==> src/rtl/wb_commit_queue.sv <==
// Write-back commit queue: in-order buffer of completed results draining into the register
// file, with a pending-write mask and youngest-match forwarding lookup for decode.
module wb_commit_queue #(
    parameter int DEPTH  = 4,
    parameter int DATA_W = 32,
    parameter int REG_W  = 5
) (
    input  logic                    clk,
    input  logic                    reset,
    input  logic                    alu_valid,
    input  logic [REG_W-1:0]        alu_dest,
    input  logic [DATA_W-1:0]       alu_data,
    output logic                    alu_ready,
    input  logic                    mem_valid,
    input  logic [REG_W-1:0]        mem_dest,
    input  logic [DATA_W-1:0]       mem_data,
    output logic                    mem_ready,
    output logic                    wb_valid,
    output logic [REG_W-1:0]        wb_dest,
    output logic [DATA_W-1:0]       wb_data,
    input  logic                    wb_ready,
    output logic [2**REG_W-1:0]     busy_mask,
    input  logic [REG_W-1:0]        lookup_reg,
    output logic                    lookup_hit,
    output logic [DATA_W-1:0]       lookup_data,
    output logic [$clog2(DEPTH):0]  count
);
    localparam int AW = $clog2(DEPTH);
    localparam logic [AW:0] FULL_CNT = (AW+1)'(DEPTH);

    logic [REG_W-1:0]  ent_dest [DEPTH];
    logic [DATA_W-1:0] ent_data [DEPTH];
    logic [DEPTH-1:0]  ent_valid;
    logic [AW-1:0]     rd_ptr;
    logic [AW-1:0]     wr_ptr;
    logic [AW-1:0]     slot;

    logic              pop;
    logic              push_allowed;
    logic              mem_fire;
    logic              alu_fire;
    logic              push;
    logic [REG_W-1:0]  push_dest;
    logic [DATA_W-1:0] push_data;

    assign wb_valid = (count != '0);
    assign wb_dest  = ent_dest[rd_ptr];
    assign wb_data  = ent_data[rd_ptr];
    assign pop      = wb_valid && wb_ready;

    // A slot freed by this cycle's drain can be refilled on the same edge.
    assign push_allowed = (count < FULL_CNT) || pop;
    assign mem_ready    = reset && push_allowed;
    assign alu_ready    = reset && push_allowed && !mem_valid;
    assign mem_fire     = mem_valid && mem_ready;
    assign alu_fire     = alu_valid && alu_ready;

    // Writes to x0 complete their handshake but never occupy a slot.
    assign push      = (mem_fire && (mem_dest != '0)) || (alu_fire && (alu_dest != '0));
    assign push_dest = mem_fire ? mem_dest : alu_dest;
    assign push_data = mem_fire ? mem_data : alu_data;

    // NOTE: sequential state uses non-blocking assignments so every register samples pre-edge values.
    always_ff @(posedge clk or negedge reset) begin
        if (!reset) begin
            rd_ptr    <= '0;
            wr_ptr    <= '0;
            count     <= '0;
            ent_valid <= '0;
        end else begin
            if (pop) begin
                ent_valid[rd_ptr] <= 1'b0;
                rd_ptr            <= rd_ptr + 1'b1;
            end
            if (push) begin
                ent_valid[wr_ptr] <= 1'b1;
                wr_ptr            <= wr_ptr + 1'b1;
            end
            if (push && !pop) begin
                count <= count + 1'b1;
            end else if (pop && !push) begin
                count <= count - 1'b1;
            end
        end
    end

    // NOTE: payload storage is deliberately unreset; valid bits alone define occupancy.
    always_ff @(posedge clk) begin
        if (push) begin
            ent_dest[wr_ptr] <= push_dest;
            ent_data[wr_ptr] <= push_data;
        end
    end

    // NOTE: every combinational output gets a default first so no latch is inferred.
    always_comb begin
        busy_mask = '0;
        for (int i = 0; i < DEPTH; i++) begin
            if (ent_valid[i]) begin
                busy_mask[ent_dest[i]] = 1'b1;
            end
        end
    end

    // Valid entries are contiguous from rd_ptr, so scanning oldest-to-youngest and keeping
    // the last match yields the youngest one.
    always_comb begin
        lookup_hit  = 1'b0;
        lookup_data = '0;
        slot        = '0;
        for (int i = 0; i < DEPTH; i++) begin
            slot = rd_ptr + AW'(i);
            if (ent_valid[slot] && (ent_dest[slot] == lookup_reg) && (lookup_reg != '0)) begin
                lookup_hit  = 1'b1;
                lookup_data = ent_data[slot];
            end
        end
    end
endmodule

==> config.mk <==
export PLATFORM = sky130hd
export DESIGN_NAME = wb_commit_queue
export DESIGN_NICKNAME = d
export VERILOG_FILES = /design/src/rtl/wb_commit_queue.sv
export SDC_FILE = /design/constraint.sdc
export NUM_CORES = 1
export LEC_CHECK = 0
export BUFFER_PORTS_ARGS = -buffer_cell sky130_fd_sc_hd__buf_2
export CAP_MARGIN = 10
export CORE_AREA = 2 2 159 176
export CTS_CLUSTER_DIAMETER = 80
export DETAILED_ROUTE_END_ITERATION = 8
export DIE_AREA = 0 0 161 178
export PLACE_DENSITY_LB_ADDON = 0.05
export SKIP_CTS_REPAIR_TIMING = 1
export SYNTH_ARGS = -nofsm -noshare
export SYNTH_HDL_FRONTEND = slang
export SYNTH_SLANG_ARGS = --single-unit
==> constraint.sdc <==
create_clock -name clk -period 3.7 [get_ports clk]
set_clock_uncertainty 0.2 [all_clocks]
set_input_delay 0.37 -clock clk [delete_from_list [all_inputs] [get_ports clk]]
set_output_delay 0.37 -clock clk [all_outputs]
set_load 0.05 [all_outputs]
==> metrics.md <==
| Metric | Value |
|---|---|
| Die width | 161 um |
| Worst-skew pair later-pin latency | 0.43 ns |
| Critical Path Fanout Max | 10 |
| Net Count, Synth | 954 |
| HPWL after detailed placement | 22,570 um |
| Count of state elements after synthesis | 159 |
| DRC | 0 |
| FF-to-FF setup slack | 1.17 ns |
| Max Fclk | 0.2620 GHz |
| Hold Path Class | in2reg |
| Asr flop ratio synth | 6.918% |
| CTS tree | yes |
| Ant diodes | 0 |
| Gate Count Post-Synth | 860 |
| Crit Path Class | reg2out |
| Tmin final | 3.816 ns |
| Final nets | 1,142 |
| Drt wl/cell | 24.24 um |
| Violated checks | setup timing |
| Warnings from Yosys | 0 |
| Placer Congestion | 0.8330 |
| Clock Sinks | 159 |
| Hold Slack | 0.08537 ns |
| Flip-flop and latch area | 4727 um2 |
| Number of flops mapped to enable cells by yosys | 148 |
| Antenna Nets Post-Route | 0 |
| Yosys cell types | 53 |
| Area of the multi-input gates | 7030 um2 |
| Worst Setup End Kind | primary output |
| Sequential area share after synthesis | 39.58% |
| Finished Layout Cells | 1,417 |
| Gr usage total | 23.59% |
| Lkg Pwr | 5.232 nW |
| Total grt overflow | 0 |
| Fin crit share | 103.1% |
| CTS Buffer Depth | 2 |
| Top cell type's share of synthesized area | 37.28% |
| Vias in the first global route | 8,785 |
| Fill cell count | 2,267 |
| Unrepaired setup endpoints after global routing | yes |
| Post-place instance area | 13,610 um2 |
| Core footprint | 26,800 um2 |
| Power Dens Cells | 835.0 nW/um2 |
| CP required | 3.13 ns |
| Layout cells sized above 1 | 51.23% |
| I/O Buffers | 191 |
| First DRT Iteration DRCs | 871 |
| Die area | 28,660 um2 |
| First-pass GRT wire length | 51,670 um |
| Count leader, synth | edfxtp_1 |
| Clock-pin slew on the worst setup and hold paths | 0.06 ns |
| CTS Buf Count | 17 |
| Area leader, netlist | edfxtp_1 |
| Top FF cell, synth | edfxtp_1 |
| Worst-Margin Slew | 0.9173 ns |
| Top cells by area, synth | edfxtp_1, mux4_2, mux2_2, o221ai_2, dfrtp_1 |
| Final setup fails | 33 |
| CTS root buffer | clkbuf_16 |
| DRT Wirelength | 34,350 um |
| DR vias/cell | 6.476 |
| 1st-pass router iterations | 7 |
| Via count of the routed design | 9,177 |
| Worst path arrival time | 3.25 ns |
| Synth top cells by count | edfxtp_1, mux4_2, nand2_1, clkbuf_1, mux2_2 |
| Setup WS post-layout | -0.1161 ns |
| IO Count | 192 |
| Headroom to the max-slew limit | 38.85% |
| Area delta synth->final | 25.04% |
| Initial antenna violation count | 0 |
| Syn Area/Cell | 13.86 um2 |
| Post-route design area | 14,910 um2 |
| Final hold vios | 0 |
| Run status | complete, but fails checks |
| Startpoint Class | flop |
| Die height | 178 um |
| Max IR drop VDD | 0.0005179 V |
| H-tree Lvls | 4 |
| Fin. max-slew vios | 0 |
| MaxCap Viol Count | 0 |
| Synthesized cell area | 11,920 um2 |
| DP Cell Count | 1,372 |
| Final Util | 55.63% |
| Initial core utilization | 44.49% |
| PnR Total Power | 12.45 mW |
| Rows | 63 |
| Largest net degree at the start of global routing | 59 |
sequential cells by signal, indices dropped and copies added, names as in the netlist:
register,flops
count,3
ent_data,128
ent_dest,20
ent_valid,4
rd_ptr,2
wr_ptr,2
stage by stage:
stage | TNS [ns] | setup WS [ns]
6_report | -2.619 | -0.1161
5_1_grt | -6.604 | -0.2458
4_1_cts | -12.28 | -0.4644
3_5_place_dp | 0 | 0.01539
3_3_place_gp | -0.01736 | -0.01736
2_1_floorplan | -0.2288 | -0.2288
worst max-delay path, cell delays in order, from the launching register on:
cell and delay, ns:
dfrtp_4 0.48, inv_8 0.05, ha_4 0.34, mux4_2 0.54, xnor2_2 0.21, nand4_4 0.19, nor2_4 0.23, buf_12 0.19
mux2i_1 0.23, o221ai_2 0.13, buf_4 0.21
per-layer routing:
layer	vias up	wire [um]	track usage, %
met5	-	0	0
li1	4010	-	-
met1	4722	14590	31.98
met3	39	2332	4.278
met2	406	16890	38.88
met4	0	535	7.515
area by class of cell:
cell class	count	share of cell area (%)
Tap cell	357	2.996
Multi-Input combinational cell	594	47.16
Inverter	12	0.3525
Sequential cell	159	31.71
Timing Repair Buffer	264	13.91
Clock buffer	19	2.904
Clock inverter	12	0.9736
worst paths after layout:
path | depth (start not counted) | endpoint | start
max in group asynchronous | 2 | rd_ptr[0]$_DFFE_PN0N_ | reset
min in group asynchronous | 2 | count[0]$_DFFE_PN0P_ | reset
min reg2reg | 1 | count[0]$_DFFE_PN0P_ | count[0]$_DFFE_PN0P_
max | 10 | lookup_data[29] | rd_ptr[0]$_DFFE_PN0N_
min | 2 | ent_data[2][28]$_DFFE_PP_ | alu_data[28]
max reg2reg | 9 | count[2]$_DFFE_PN0P_ | count[0]$_DFFE_PN0P_
power breakdown:
part	switching (mW)	leakage (nW)	internal (mW)
logic	4.64	3.48	3.49
registers	0.268	1.48	2.30
clock network	0.696	0.278	1.05
total	5.61	5.23	6.84
kinds of logic (layout without fill, tap and decap cells):
group / after synthesis / count (layout) / share of synthesized area, %
simple gates: 176 / 176 / 7.944
xor+xnor: 28 / 28 / 2.057
buf+inv: 107 / 307 / 4.523
flops: 159 / 159 / 39.58
compound gates: 179 / 179 / 13.33
fa+ha+maj: 10 / 10 / 1.112
mux: 201 / 201 / 31.45
placed cells by master, fill, tap and decap left out, types with 5 or more instances in the layout:
cell type / n
a21oi_1: 16
nor2_1: 19
a22oi_1: 16
buf_4: 43
o21ai_0: 5
mux2i_1: 21
o2111ai_1: 5
edfxtp_1: 148
o211ai_1: 7
xnor2_1: 16
dfrtp_1: 9
mux2_2: 44
o221ai_4: 15
xnor2_2: 6
clkbuf_16: 22
buf_6: 37
nand2_1: 59
buf_12: 19
mux4_2: 130
inv_1: 10
nand3b_1: 14
a221o_1: 16
nor3b_1: 10
o22ai_1: 16
o221ai_2: 13
and3b_1: 6
a21oi_2: 17
buf_2: 158
and3_1: 14
o2111a_1: 23
o221ai_1: 15
ha_1: 8
xor2_1: 6
nand3_1: 29
Power figures use the tool's default switching activity.
